===== src/rtl/seq_alu.sv =====
// seq_alu: handshaked ALU with single-cycle ops, shift-add MUL, restoring DIVU/REMU.
// Ports: clk, rst_n (async low), in_valid/in_ready + op/a/b request,
//        out_valid/out_ready + result/zero/err response.
// Build option: define SEQ_ALU_DIV_EN to include the DIVU/REMU datapath;
//               otherwise opcodes 01000/01001 are reported as illegal.
module seq_alu #(
    parameter int WIDTH = 32
) (
    input  logic             clk,
    input  logic             rst_n,
    input  logic             in_valid,
    output logic             in_ready,
    input  logic [4:0]       op,
    input  logic [WIDTH-1:0] a,
    input  logic [WIDTH-1:0] b,
    output logic             out_valid,
    input  logic             out_ready,
    output logic [WIDTH-1:0] result,
    output logic             zero,
    output logic             err
);

    localparam int CW = $clog2(WIDTH + 1);

    localparam logic [4:0] OP_ADD  = 5'b00001;
    localparam logic [4:0] OP_SUB  = 5'b00010;
    localparam logic [4:0] OP_AND  = 5'b00011;
    localparam logic [4:0] OP_OR   = 5'b00100;
    localparam logic [4:0] OP_SLT  = 5'b00101;
    localparam logic [4:0] OP_BEQ  = 5'b00110;
    localparam logic [4:0] OP_MUL  = 5'b00111;
`ifdef SEQ_ALU_DIV_EN
    localparam logic [4:0] OP_DIVU = 5'b01000;
    localparam logic [4:0] OP_REMU = 5'b01001;
`endif

    typedef enum logic [1:0] {IDLE, BUSY, DONE} state_t;

    state_t          state, state_nxt;
    logic [CW-1:0]   cnt;
    // Shared iterative registers.
    // MUL: acc=partial product, x=multiplicand, y=multiplier.
    // DIV: acc=remainder, x=dividend shifting into quotient, y=divisor.
    logic [WIDTH-1:0] acc, x, y;
    logic [WIDTH-1:0] acc_n, x_n, y_n;
    logic [WIDTH-1:0] s_res, it_res;
    logic             s_err, it_err;
    logic             is_iter, last;
    logic [WIDTH-1:0] mul_acc;

`ifdef SEQ_ALU_DIV_EN
    logic [4:0]       op_q;
    logic [WIDTH:0]   minu;
    logic             ge;
    logic [WIDTH-1:0] diff;
`endif

    // ---------------- FSM: state register ----------------
    always_ff @(posedge clk or negedge rst_n) begin
        if (!rst_n) state <= IDLE;
        else        state <= state_nxt;
    end

    // ---------------- FSM: next state ----------------
    always_comb begin
        state_nxt = state;
        unique case (state)
            IDLE: if (in_valid) state_nxt = is_iter ? BUSY : DONE;
            BUSY: if (last)     state_nxt = DONE;
            DONE: if (out_ready) state_nxt = IDLE;
            default:            state_nxt = IDLE;
        endcase
    end

    // ---------------- FSM: outputs ----------------
    always_comb begin
        in_ready  = (state == IDLE);
        out_valid = (state == DONE);
    end

    // ---------------- Decode ----------------
`ifdef SEQ_ALU_DIV_EN
    assign is_iter = (op == OP_MUL) || (op == OP_DIVU) || (op == OP_REMU);
`else
    assign is_iter = (op == OP_MUL);
`endif
    assign last = (cnt == CW'(WIDTH - 1));

    // ---------------- Single-cycle ALU ----------------
    always_comb begin
        s_res = '0;
        s_err = 1'b0;
        case (op)
            OP_ADD: s_res = a + b;
            OP_SUB: s_res = a - b;
            OP_AND: s_res = a & b;
            OP_OR:  s_res = a | b;
            OP_SLT: s_res = {{(WIDTH-1){1'b0}}, ($signed(a) < $signed(b))};
            OP_BEQ: s_res = a - b;
            default: s_err = 1'b1;
        endcase
    end

    // ---------------- Iteration step ----------------
    assign mul_acc = acc + (y[0] ? x : '0);

`ifdef SEQ_ALU_DIV_EN
    // Trial subtract of divisor from {remainder, next dividend bit}.
    // Divisor 0 always "fits", giving all-ones quotient and remainder = a.
    assign minu = {acc, x[WIDTH-1]};
    assign ge   = (minu >= {1'b0, y});
    assign diff = minu[WIDTH-1:0] - y;
`endif

    always_comb begin
        acc_n  = mul_acc;
        x_n    = x << 1;
        y_n    = y >> 1;
        it_res = acc_n;
        it_err = 1'b0;
`ifdef SEQ_ALU_DIV_EN
        if (op_q != OP_MUL) begin
            acc_n  = ge ? diff : minu[WIDTH-1:0];
            x_n    = {x[WIDTH-2:0], ge};
            y_n    = y;
            it_res = (op_q == OP_REMU) ? acc_n : x_n;
            it_err = (y == '0);
        end
`endif
    end

    // ---------------- Datapath registers ----------------
    always_ff @(posedge clk or negedge rst_n) begin
        if (!rst_n) begin
            cnt    <= '0;
            acc    <= '0;
            x      <= '0;
            y      <= '0;
            result <= '0;
            zero   <= 1'b0;
            err    <= 1'b0;
`ifdef SEQ_ALU_DIV_EN
            op_q   <= '0;
`endif
        end else begin
            case (state)
                IDLE: begin
                    if (in_valid) begin
                        if (is_iter) begin
                            cnt <= '0;
                            acc <= '0;
                            x   <= a;
                            y   <= b;
`ifdef SEQ_ALU_DIV_EN
                            op_q <= op;
`endif
                        end else begin
                            result <= s_res;
                            zero   <= (s_res == '0);
                            err    <= s_err;
                        end
                    end
                end
                BUSY: begin
                    acc <= acc_n;
                    x   <= x_n;
                    y   <= y_n;
                    cnt <= cnt + CW'(1);
                    if (last) begin
                        result <= it_res;
                        zero   <= (it_res == '0);
                        err    <= it_err;
                    end
                end
                default: ;
            endcase
        end
    end

endmodule


===== config.mk =====
export PLATFORM = sky130hd
export DESIGN_NAME = seq_alu
export DESIGN_NICKNAME = d
export VERILOG_FILES = /design/src/rtl/seq_alu.sv
export SDC_FILE = /design/constraint.sdc
export NUM_CORES = 1
export LEC_CHECK = 0
export ABC_AREA = 1
export BUFFER_PORTS_ARGS = -buffer_cell sky130_fd_sc_hd__buf_4
export CAP_MARGIN = 30
export CORE_MARGIN = 2
export CORE_UTILIZATION = 55
export DETAILED_ROUTE_END_ITERATION = 10
export PLACE_DENSITY = 0.82
export SKIP_CTS_REPAIR_TIMING = 1
export SLEW_MARGIN = 20
export SYNTH_ARGS = -nofsm -noshare
export SYNTH_HDL_FRONTEND = slang
export SYNTH_SLANG_ARGS = --single-unit
export TNS_END_PERCENT = 5

===== constraint.sdc =====
create_clock -name clk -period 2.9 [get_ports clk]
set_input_delay 0.58 -clock clk [delete_from_list [all_inputs] [get_ports clk]]
set_output_delay 0.58 -clock clk [all_outputs]
set_load 0.01 [all_outputs]

==> metrics.txt, run 1 <==
status=finished with violations; failing checks=setup timing; critical path arrival=3.47 ns; HPWL after DPL=44700 um; total of max-cap violations=0; crit-path max FO=14; Die Footprint=27700 um^2; # rows=59; startpoint type of the worst setup path=register; grt total ovfl=0; Fmax=323 MHz; post-synth design cell area=14500 um^2; net count after synthesis=2597; total CTS buffers=17; Post-DRT Antenna Nets=0; clk buf depth=2; critical path required time=3.28 ns; DRC Markers=0; count leader, synth=nand2_1; sequential area share after synthesis=0.238; share of cells above drive strength 1=0.199; worst min path class=in -> async; DR vias/cell=5.76; Synth top area share=0.238; final period utilization=1.07; Synth Warn #=0; layout net count=2933; all-layer global routing usage=0.397; Slew Viols, Final=0; final setup fails=4; Final Routed Wirelength=59000 um; cell accounting for the most synthesized area=dfrtp_1; Initial Utilization=0.558; Clock Latency Late Sink=0.45 ns; Slew @ Worst Pin=0.727 ns; TritonCTS clock tree=done; CORE AREA=26000 um^2; clock root cell=clkbuf_16; commonest register cell after synthesis=dfrtp_1; DRT Pass-1 Iters=6; initial antenna violation count=1; Initial DRC Count=2133; top cells by count, synth=nand2_1, inv_1, nor2_1; Synth area leaders=dfrtp_1, nand2_1, ha_1; clock slew at reported path FFs=0.08 ns; vias=17707; cells after synthesis=2390; RSZ-0062 raised after global routing=true; # H-tree levels=4; Port Buffers=108; Pwr Total=17200 uW; chip width=166 um; first-pass GRT wire length=86900 um; Ports=109; GPL Wtd Cong=1.05; Post-synth EDFFs=0; Period minus WS final=3.10 ns; WL per Instance=19.2 um; final worst hold slack=0.0996 ns; critical path endpoint category=register; Max-slew headroom=0.515; final setup margin=-0.195 ns; area delta synth->final=29.7%; height of the die=166 um; PD cells=914 nW/um^2; endpoints failing hold=0; Max IR drop VDD=975 uV; critical path type=reg -> reg; Syn Area/Cell=6.06 um^2; #FFs+latches synth=138; Distinct cells, synth=40; leak pwr=0.0103 uW; largest net degree at the start of global routing=75; TritonCTS Sinks=138; number of global-route vias before repair=16363; clock skew=0.0224 ns; ys async rst share=1.00
## metrics by stage
step	setup slack, ns	cells	util	TNS (ns)	instance area (um^2)
after floorplan	0.345	2390	-	0	14500
after global placement	-0.388	3033	0.675	-1.03	17500
after detailed placement	-0.267	3033	0.675	-0.880	17500
after CTS	-0.150	3065	0.698	-0.181	18100
after global routing	-0.344	3075	0.724	-1.14	18800
final	-0.195	3075	0.724	-0.271	18800
## cells in the final DEF, fill, tap and decap left out, types with 17 or more instances in the layout
master and instances:
nand2_2 19, o21ai_0 116, o22ai_1 33, inv_1 431, a21oi_1 118, a31oi_1 27, nor3_1 21, nand3_1 175
nor2_1 210, clkbuf_16 18, buf_4 382, o211ai_1 54, ha_1 114, nand2_1 667, dfrtp_1 137, a21oi_2 17
nand4_1 19
## final cells by class
cell class	instances	area [um^2]
repair buffers	396	3130
multi-input cells	1735	9560
clock buffers	17	425
fillers	2129	7180
diodes	1	2.50
well taps	335	419
inverters	438	1650
flip-flops and latches	138	3450
clock inverters	15	173
## metal layers
layer / global-route usage / part of all wire
met3: 0.0512 / 0.099
met4: 0.138 / 0.047
met1: 0.557 / 0.41
met5: 0 / 0
met2: 0.633 / 0.44
## registers in the layout (all words and copies together) (netlist names)
name / count
err: 1
x: 32
cnt: 6
state: 2
result: 32
y: 32
zero: 1
acc: 32
## report_power, final
part           total [uW]  switching, uW  internal [uW]
sequential           3590            682           2910
combinational       11300           6830           4430
clock                2330           1170           1170
total               17200           8680           8510
## logic make-up after synthesis
| logic type | after synthesis | share of synthesized area |
|---|---|---|
| simple gates | 1181 | 0.335 |
| flops | 138 | 0.238 |
| compound gates | 400 | 0.157 |
| fa+ha+maj | 134 | 0.117 |
| buf+inv | 517 | 0.140 |
| xor+xnor | 20 | 0.0121 |
## critical path, stage by stage, from the launching register on
cell and delay [ns]:
dfrtp_2 0.45, buf_12 0.16, nand2_1 0.06, inv_1 0.06
ha_4 0.24, a21oi_1 0.33, o21ai_1 0.26, inv_1 0.14
nand2_1 0.07, nand2_1 0.06, nand3_1 0.16, a21oi_1 0.27
xor2_1 0.21, nand2_1 0.09, nor2_2 0.13, nand3_2 0.12
nand2_1 0.07, nand2_1 0.04, nand2_1 0.09
## worst paths after layout
check,start,endpoint,slack [ns],cells after the start
max,y[0],zero,-0.20,18
min,rst_n,state[0],0.1,1
max reg2reg,y[0],zero,-0.20,18
min reg2reg,err,err,0.49,2
max in group asynchronous,rst_n,y[0],2.06,2
min in group clk,out_ready,state[1],0.31,2
No activity file was read; power rests on OpenSTA's default activity.
==> inputs of run 2 (changes only) <==
--- a/config.mk
+++ b/config.mk
@@ -11,7 +11,7 @@
 export CORE_MARGIN = 2
 export CORE_UTILIZATION = 55
 export DETAILED_ROUTE_END_ITERATION = 10
-export PLACE_DENSITY = 0.82
+export PLACE_DENSITY = 0.78
 export SKIP_CTS_REPAIR_TIMING = 1
 export SLEW_MARGIN = 20
 export SYNTH_ARGS = -nofsm -noshare
==> metrics.txt, run 2 (synthesis gave the netlist of run 1 again) <==
WL per Instance=18.2 um (-4.9%); clock root cell=clkbuf_16; layout net count=2965 (+1.1%); n_diodes=0 (-1); Final Instance Area=19000 um^2 (+1.0%); Die Footprint=27700 um^2 (unchanged); share of cells above drive strength 1=0.213 (+0.0139); Multi-input gate area=9560 um^2 (about the same); clk buf depth=2 (unchanged); Buf/Inv on CP=2 (-1); HPWL after DPL=44400 um (-0.57%); Crit path max-delay family=simple AND/OR/NAND/NOR gates; Placed Area=17800 um^2 (+1.6%); Clock Latency Late Sink=0.45 ns (about the same); DR vias/cell=5.67 (-1.5%); Filler cells=2175 (+2.2%); Register Area=3450 um^2 (about the same); endpoints failing hold=0 (unchanged); clock skew=0.0163 ns (-0.00610 ns); Initial DRC Count=2051 (-3.8%); Pwr Total=17100 uW (-0.77%); PD cells=898 nW/um^2 (-1.8%); final setup fails=0 (-4); worst min path class=in -> async; GPL Wtd Cong=1.03 (-1.7%); largest net degree at the start of global routing=101 (+35%); # H-tree levels=4 (unchanged); critical path type=reg -> reg; total CTS buffers=17 (unchanged); number of global-route vias before repair=16301 (-0.38%); chip width=166 um (unchanged); final period utilization=0.992 (-0.0755); crit-path max FO=16 (+2); DRC Markers=0 (unchanged); Fmax=348 MHz (+7.6%); Crit path top cell by count=nand2_1; commonest cells after routing, fill and taps aside=nand2_1, inv_1, buf_4, nor2_1, nand3_1; # rows=59 (unchanged); Final Util=0.731 (+0.00742); height of the die=166 um (unchanged); Final Routed Wirelength=56700 um (-4.0%); Post-Layout Cell Count=3106 (+1.0%); vias=17615 (-0.52%); TritonCTS clock tree=done; RSZ-0062 raised after global routing=true; Slew Viols, Final=0 (unchanged); crit path max-delay cell type=dfrtp_1; grt total ovfl=0 (unchanged); DRT Pass-1 Iters=6 (unchanged); TritonCTS Sinks=138 (unchanged); Max IR drop VDD=848 uV (-13%); critical path required time=3.28 ns (about the same); initial antenna violation count=1 (unchanged); Placed Instances=3071 (+1.3%); Ports=109 (unchanged); clock slew at reported path FFs=0.07 ns (about the same); Initial Utilization=0.558 (unchanged); leak pwr=0.0104 uW (+1.4%); CORE AREA=26000 um^2 (unchanged); Port Buffers=108 (unchanged); all-layer global routing usage=0.392 (-0.00552); first-pass GRT wire length=86100 um (-0.97%); Critical Path Max Stage Delay=0.42 ns (-0.03 ns); area delta synth->final=31.1%; final worst hold slack=0.109 ns (+0.00895 ns); Post-DRT Antenna Nets=0 (unchanged); startpoint type of the worst setup path=register; Slew @ Worst Pin=0.982 ns (+0.254 ns); crit-path cells=buf_8 > nand2_1 > inv_1 > ha_1 > a21oi_1 > o21ai_0 > a21oi_1 > nand3_1 > a21oi_1 > xor2_1 > nand2_1 > nor2_2 > nand3_2 > nand2_1 > nand2_1 > nand2_1; critical path endpoint category=register; Period minus WS final=2.88 ns (-0.219 ns); commonest non-fill, non-tap cell in the layout=nand2_1; status=finished clean; Max-slew headroom=0.345 (-0.170); critical path arrival=3.25 ns (-0.22 ns); total of max-cap violations=0 (unchanged)
run 2: metrics by stage:
step                      setup slack (ns)  setup TNS [ns]
after global routing                -0.177          -0.247
final                               0.0236               0
after CTS                           -0.173          -0.173
after detailed placement            -0.253          -0.597
after global placement              -0.257          -0.470
after floorplan                      0.345               0
run 2: path summary, 6_finish.rpt:
| check | end | slack, ns | start | depth (start not counted) |
|---|---|---|---|---|
| setup / recovery | zero | 0.02 | y[0] | 16 |
| hold / removal | cnt[0] | 0.11 | rst_n | 1 |
| min in group clk | state[1] | 0.31 | out_ready | 2 |
| hold reg to reg | acc[30] | 0.49 | acc[30] | 2 |
| max in group asynchronous | acc[1] | 2.05 | rst_n | 2 |
| setup reg to reg | zero | 0.02 | y[0] | 16 |
run 2: per-layer routing:
metal	track usage	share of wire
met1	0.547	0.42
met2	0.632	0.45
met3	0.0496	0.089
met4	0.128	0.037
met5	0	0.00023
run 2: final cells by class:
| type | instances | share of cell area |
|---|---|---|
| Clock buffer | 18 | 0.0226 |
| Clock inverter | 14 | 0.00850 |
| Inverter | 438 | 0.0866 |
| Multi-Input combinational cell | 1735 | 0.503 |
| Sequential cell | 138 | 0.182 |
| Tap cell | 335 | 0.0221 |
| Timing Repair Buffer | 428 | 0.175 |
run 2: report_power, final:
group	switching (uW)	internal, uW
clock network	1030	1290
registers	653	2910
logic	6580	4590
total	8270	8790
==> inputs of run 3 (changes only) <==
--- a/config.mk
+++ b/config.mk
@@ -9,9 +9,10 @@
 export BUFFER_PORTS_ARGS = -buffer_cell sky130_fd_sc_hd__buf_4
 export CAP_MARGIN = 30
 export CORE_MARGIN = 2
-export CORE_UTILIZATION = 55
+export CORE_UTILIZATION = 43
 export DETAILED_ROUTE_END_ITERATION = 10
-export PLACE_DENSITY = 0.78
+export PLACE_DENSITY = 0.64
+export SETUP_SLACK_MARGIN = 0.2
 export SKIP_CTS_REPAIR_TIMING = 1
 export SLEW_MARGIN = 20
 export SYNTH_ARGS = -nofsm -noshare
==> metrics.txt, run 3 (synthesis gave the netlist of run 1 again) <==
worst min path class=in -> async; Fmax=349 MHz (+0.47%); FF-to-FF setup slack=0.04 ns (about the same); Ports=109 (unchanged); startpoint type of the worst setup path=register; number of global-route vias before repair=15967 (-2.0%); commonest non-fill, non-tap cell in the layout=nand2_1; crit-path max FO=17 (+1); height of the die=188 um (+13%); Initial DRC Count=1366 (-33%); Register Area=3450 um^2 (about the same); status=finished clean; pre-CTS WS=-0.274 ns (-0.0206 ns); Multi-input gate area=9680 um^2 (+1.2%); TritonCTS clock tree=done; Max IR drop VDD=532 uV (-37%); critical path arrival=3.25 ns (about the same); final setup margin=0.0371 ns (+0.0135 ns); chip width=188 um (+13%); Clock Latency Late Sink=0.46 ns (about the same); Initial Utilization=0.434 (-0.123); Placed Instances=3238 (+5.4%); area delta synth->final=36.3%; final period utilization=0.987 (-0.00465); total CTS buffers=17 (unchanged); end of the worst register-to-register path=zero; WL per Instance=17.4 um (-4.6%); TritonCTS Sinks=138 (unchanged); DRC Markers=0 (unchanged); largest net degree at the start of global routing=120 (+19%); GPL Wtd Cong=0.983 (-4.5%); clock slew at reported path FFs=0.08 ns (about the same); n_diodes=0 (unchanged); Filler cells=3316 (+52%); final setup fails=0 (unchanged); first-pass GRT wire length=87000 um (+1.1%); reg2reg path depth=18 (+2); DRT Pass-1 Iters=6 (unchanged); commonest cells after routing, fill and taps aside=nand2_1, buf_4, inv_1, nor2_1, nand3_1; all-layer global routing usage=0.317 (-0.0749); Period minus WS final=2.86 ns (-0.0135 ns); share of cells above drive strength 1=0.236 (+0.0231); vias=17077 (-3.1%); Port Buffers=108 (unchanged); critical path required time=3.29 ns (about the same); grt total ovfl=0 (unchanged); Max-slew headroom=0.571 (+0.225); layout net count=3028 (+2.1%); total of max-cap violations=0 (unchanged); Slew Viols, Final=0 (unchanged); Fin Setup TNS=0 ns (unchanged); clock skew=0.0132 ns (-0.00310 ns); endpoints failing hold=0 (unchanged); Final Routed Wirelength=57100 um (+0.78%); initial antenna violation count=0 (-1); r2r startpoint=y[0]; # rows=67 (+14%); DR vias/cell=5.20 (-8.3%); CORE AREA=33400 um^2 (+28%); leak pwr=0.0107 uW (+3.0%); Post-DRT Antenna Nets=0 (unchanged); clk buf depth=2 (unchanged); critical path type=reg -> reg; HPWL after DPL=46100 um (+3.7%); Slew @ Worst Pin=0.643 ns (-0.339 ns); PD cells=892 nW/um^2 (-0.70%); critical path endpoint category=register; RSZ-0062 raised after global routing=true; clock root cell=clkbuf_16; Post-Layout Cell Count=3282 (+5.7%); # H-tree levels=4 (unchanged); Die Footprint=35200 um^2 (+27%)
## run 3: cell count changes in the layout (fill, tap and decap cells not counted), sizes merged
cell	delta
bufinv	-1
buf	+63
clkinv	+2
clkinvlp	-4
inv	+3
## run 3: routing by layer
metal  routed length (um)  part of all wire  GRT usage
met5                    0                 0          0
met3                 3180             0.056     0.0313
met4                 1240             0.022     0.0839
met1                26700              0.47      0.454
met2                25900              0.45      0.509
## run 3: how the worst max path moves through the flow
| stage | endpoint | slack, ns | startpoint |
|---|---|---|---|
| floorplan | zero | 0.35 | y[0] |
| global placement | zero | -0.28 | b[14] |
| detailed placement | zero | -0.27 | a[0] |
| CTS | zero | -0.13 | y[0] |
| global route | zero | -0.16 | y[0] |
| finish | zero | 0.04 | y[0] |
## run 3: power breakdown
part	switching, uW	internal, uW	total, uW
Clock	1070	1220	2300
Sequential	652	2910	3560
Combinational	6620	5140	11800
Total	8340	9270	17600
## run 3: metrics by stage
stage / area (um^2) / utilization / total power (uW) / hold slack, ns
floorplan: 14500 / - / 9300 / 0.284
global placement: 18400 / 0.551 / 13400 / 0.461
detailed placement: 18400 / 0.551 / 13500 / 0.466
CTS: 19000 / 0.568 / 15900 / 0.0826
global route: 19800 / 0.592 / 19000 / 0.104
finish: 19800 / 0.592 / 17600 / 0.0774
## run 3: layout make-up
cell class / count / share of cell area
inverters: 438 / 0.0833
well taps: 448 / 0.0284
clock buffers: 18 / 0.0217
flip-flops and latches: 138 / 0.175
multi-input cells: 1735 / 0.490
clock inverters: 14 / 0.00786
repair buffers: 491 / 0.194
## run 3: critical path: stages (launching register included)
cell and delay [ns]:
dfrtp_2 0.45, buf_6 0.15, buf_12 0.14, nand2_1 0.05, inv_1 0.07, ha_4 0.24, a21oi_1 0.22, o21ai_0 0.18
a21oi_1 0.16, nand2_1 0.12, nand2_1 0.08, nand2_1 0.08, xnor2_2 0.19, nand4_1 0.18, nor2_2 0.20, nand3_2 0.11
nand2_1 0.07, nand2_1 0.04, nand2_1 0.06
